**src/rtl/sm_mul_seq.sv**
```systemverilog
// Sequential sign-magnitude multiplier: shift-and-add over the magnitudes,
// one multiplier bit per clock, sign is the XOR of the operand signs.
module sm_mul_seq #(
   parameter int MAG_W = 2
) (
   input  logic               clk,
   input  logic               rst_n,
   input  logic               start,
   input  logic [MAG_W:0]     num1,
   input  logic [MAG_W:0]     num2,
   output logic               busy,
   output logic               done,
   output logic [2*MAG_W:0]   num1_num2
);

   localparam int CNT_W = $clog2(MAG_W + 1);

   typedef enum logic [1:0] {
      IDLE = 2'b00,
      BUSY = 2'b01
   } state_t;

   state_t               state;
   state_t               state_next;
   logic                 load;
   logic                 finish;
   logic [2*MAG_W-1:0]   mcand;
   logic [MAG_W-1:0]     mplier;
   logic [2*MAG_W-1:0]   acc;
   logic [2*MAG_W-1:0]   acc_sum;
   logic [CNT_W-1:0]     count;
   logic                 sign;

   always_ff @(posedge clk or negedge rst_n) begin
      if (!rst_n) begin
         state <= IDLE;
      end else begin
         state <= state_next;
      end
   end

   always_comb begin
      state_next = state;
      load       = 1'b0;
      finish     = 1'b0;
      case (state)
         IDLE: begin
            if (start) begin
               state_next = BUSY;
               load       = 1'b1;
            end
         end
         BUSY: begin
            if (count == CNT_W'(1)) begin
               state_next = IDLE;
               finish     = 1'b1;
            end
         end
         default: state_next = IDLE;
      endcase
   end

   // The last partial product is folded in on the completion edge itself,
   // so the published result uses the sum rather than the stored accumulator.
   assign acc_sum = acc + (mplier[0] ? mcand : '0);
   assign busy    = (state == BUSY);

   always_ff @(posedge clk or negedge rst_n) begin
      if (!rst_n) begin
         mcand     <= '0;
         mplier    <= '0;
         acc       <= '0;
         count     <= '0;
         sign      <= 1'b0;
         done      <= 1'b0;
         num1_num2 <= '0;
      end else begin
         done <= 1'b0;
         if (load) begin
            mcand  <= {{MAG_W{1'b0}}, num1[MAG_W-1:0]};
            mplier <= num2[MAG_W-1:0];
            sign   <= num1[MAG_W] ^ num2[MAG_W];
            acc    <= '0;
            count  <= CNT_W'(MAG_W);
         end else if (state == BUSY) begin
            acc    <= acc_sum;
            mcand  <= mcand << 1;
            mplier <= mplier >> 1;
            count  <= count - CNT_W'(1);
            if (finish) begin
               num1_num2 <= {sign, acc_sum};
               done      <= 1'b1;
            end
         end
      end
   end

endmodule

```
**config.mk**
```make
export PLATFORM = sky130hd
export DESIGN_NAME = sm_mul_seq
export DESIGN_NICKNAME = d
export VERILOG_FILES = /design/src/rtl/sm_mul_seq.sv
export SDC_FILE = /design/constraint.sdc
export NUM_CORES = 1
export LEC_CHECK = 0
export ABC_CLOCK_PERIOD_IN_PS = 4100
export BUFFER_PORTS_ARGS = -buffer_cell sky130_fd_sc_hd__buf_2
export CORE_MARGIN = 3
export CORE_UTILIZATION = 55
export DETAILED_ROUTE_END_ITERATION = 16
export PLACE_DENSITY_LB_ADDON = 0.08
export SLEW_MARGIN = 20
export SYNTH_ARGS = -nofsm -noshare
export SYNTH_HDL_FRONTEND = slang
export SYNTH_SLANG_ARGS = --single-unit
export TNS_END_PERCENT = 30
```
**constraint.sdc**
```tcl
create_clock -name clk -period 4.1 [get_ports clk]
set_input_delay 0.41 -clock clk [delete_from_list [all_inputs] [get_ports clk]]
set_output_delay 0.41 -clock clk [all_outputs]
set_load 0.02 [all_outputs]
```
==> metrics <==
global-route wire length before repair around 2700 µm; switching pwr 229.6 µW; vias 630; actual slew at the worst max-slew pin 489.3 ps; vias in the first global route 615; WL met1 724 µm; Pre-antenna DRT Iters 4; Vias per Instance 5.727; RR Endpoint num1_num2[2]$_DFFE_PN0P_; DR iter-0 viols 6; Lkg Pwr 0.0005307 µW; Hold Crit Class in2async; share of cells above drive strength 1 23.40%; Async S/R FF share, synth 100.0%; max_cap viols 0; dominant cells by area after synthesis dfrtp_1 (55%), ha_1 (5.5%), mux2i_1 (4.4%); WL met2 759 µm; Reg power frac between 40% and 50%; Seq cells post-synth 20; FF-to-FF path depth 6; Final ANT Viol Nets 0; CP Cell Sequence and2_1 -> ha_1 -> inv_1 -> fa_1 -> xnor2_1 -> mux2_1; Layout area overhead 13.42%; Fill cells 124; pin count of the biggest net entering global routing 21; CTS Buf Count 3; Die Footprint 2167 µm²; Final Hold Viols 0; switch share 35.61%; area leader, netlist dfrtp_1; WP buf/inv 1; PostCTS Resize Cnt 0; Ant. Diodes 0; Synth Warn # 0; Final Skew 0.7941 ps; Clock Latency Late Sink roughly 300 ps; logic gate share of total power 32.9%; CTS tree yes; Die Height around 47 µm; ys flop type dfrtp_1; # Post-CTS Setup Buffers 0; Setup CP Type reg2reg; WP data arrival 1900 ps; GR Overflow Total 0; most frequent cell after synthesis dfrtp_1; num rows 14; max-slew violation count 0; minimum clock period approximately 1700 ps; final wirelength 1582 µm; clock sinks 20; Top delay family on crit path adder cells; Tot GR Track Use 18.56%; worst reg2reg startpoint mplier[0]$_DFFE_PN0P_; Final Util 67.32%; H-tree levels 1; overall power 644.8 µW; IO buf count 15; Critical Path RT 4290 ps; Syn Inst Count slightly below 80; Crit-path slowest cell dfrtp_1; Worst setup SP type flop; CTS Hold Bufs 0; post-route DRC violation count 0; CTS clk-pin slew, worst paths between 100 and 150 ps; Reg2Reg Setup Slack 2390 ps; Avg WL per Cell 14.38 µm; Clock Path Buffers 2; sequential area share after synthesis a little under three fifths; width of the die 46.56 µm; Yosys top cell area share a little under three fifths; CP peak stage delay 430 ps; clk root buf clkbuf_4; Core Area between 1500 and 2000 µm²; crit end category flop; Clk pwr share between 15 and 20%; final period utilization 41.70%; Achievable Freq 584.9 MHz; PwrDens around 630 nW/µm²; Post-synth EDFFs 0; RePlAce Congestion 0.7365; RSZ-0062 raised after global routing false; DP Wirelength 1176 µm; syn_area_per_cell 11.75 µm²; CP max FO 6; most frequent cells after synthesis dfrtp_1 (20), nand2_1 (7), inv_1 (6); Setup violations, final 0; Starting Density 59.36%; Worst IR Drop VDD ~0.43 mV; outcome finished clean; Post-Syn Area around 900 µm²; syn nets 91; Setup TNS Final 0 ps; Slew Limit Headroom 67.38%; max layer used met4; I/O pins 16; Netlist cell types 25; Nets about 110; cell internal pwr 415.2 µW; initial antenna violation count 0; met3 wire length 63 µm
==> per-layer routing <==
| metal | GRT usage [%] | vias up |
|---|---|---|
| li1 | - | 308 |
| met1 | 23.04 | 305 |
| met2 | 29.12 | 13 |
| met3 | 3.516 | 4 |
| met4 | 11.93 | 0 |
| met5 | 0 | - |
==> worst reg2reg max path: cells and delay by family (launching register included) <==
kind	cells	cell delay [ps]
buffers and inverters	1	60
muxes	1	290
adders and majority gates	2	530
and+or+nand+nor	1	150
DFF	1	430
xor gates and xnor gates	1	150
==> stage by stage <==
| step | worst slack, ps | cells | hold WS [ps] | cell area, µm² |
|---|---|---|---|---|
| 3_5_place_dp | 2400 | 106 | 375.8 | 989.7 |
| 6_report | 2390 | 110 | 25.21 | 1026 |
| 3_3_place_gp | 2453 | 106 | 374.3 | 989.7 |
| 2_1_floorplan | 2505 | 77 | 114.4 | 904.6 |
| 4_1_cts | 2384 | 110 | 43.89 | 1026 |
| 5_1_grt | 2315 | 110 | 50.20 | 1026 |
==> logic make-up (layout without fill, tap and decap cells) <==
group,Yosys count,in the layout,share of synthesized area [%]
buffers and inverters,8,25,3.596
adder cells (fa/ha/maj),5,5,7.746
multiplexers,7,7,8.160
AND/OR/NAND/NOR,18,18,10.24
flip-flops,20,20,55.33
XOR/XNOR,2,2,1.937
AO/OA/AOI/OAI,17,17,13.00
==> worst max-delay path by stage <==
stage	startpoint	to	slack, ps	cells after the start
floorplan	mplier[0]$_DFFE_PN0P_	num1_num2[2]$_DFFE_PN0P_	2510	6
global placement	mplier[0]$_DFFE_PN0P_	num1_num2[2]$_DFFE_PN0P_	2450	6
detailed placement	mplier[0]$_DFFE_PN0P_	num1_num2[2]$_DFFE_PN0P_	2400	6
CTS	mplier[0]$_DFFE_PN0P_	num1_num2[2]$_DFFE_PN0P_	2380	6
global route	mplier[0]$_DFFE_PN0P_	num1_num2[2]$_DFFE_PN0P_	2320	6
finish	mplier[0]$_DFFE_PN0P_	num1_num2[2]$_DFFE_PN0P_	2390	6
==> state kept, by name (all words and copies together) (netlist names) <==
register	flops
count	2
done	1
state	1
sign	1
mcand	4
acc	4
num1_num2	5
mplier	2
==> power groups by stage <==
stage | Combinational [µW] | Clock (µW) | Sequential, µW
final | 212 | 113 | 319
after CTS | 217 | 115 | 319
after global routing | 242 | 124 | 329
after global placement | 208 | 0 | 321
after floorplan | 139 | 0 | 332
after detailed placement | 215 | 0 | 324
==> placed cells by master (no fill, tap or decap), types with 2 or more instances in the layout <==
| cell type | synthesis | layout |
|---|---|---|
| clkbuf_4 | 0 | 3 |
| o31ai_1 | 2 | 2 |
| nand2_1 | 7 | 7 |
| xnor2_1 | 2 | 2 |
| a22o_1 | 4 | 4 |
| and2_1 | 2 | 2 |
| ha_1 | 4 | 4 |
| a21oi_1 | 2 | 2 |
| mux2i_1 | 4 | 4 |
| dfrtp_1 | 20 | 20 |
| o21ai_0 | 5 | 5 |
| inv_1 | 6 | 6 |
| mux2_1 | 3 | 3 |
| nor2_1 | 3 | 3 |
| buf_2 | 2 | 15 |
==> layout make-up <==
class / count / area [µm²] / share of cell area, %
Tap cell: 16 / 20.02 / 1.951
Multi-Input combinational cell: 49 / 371.6 / 36.22
Timing Repair Buffer: 15 / 75.07 / 7.317
Inverter: 6 / 22.52 / 2.195
Sequential cell: 20 / 500.5 / 48.78
Clock buffer: 4 / 36.28 / 3.537
(Power assumes the default switching activity.)
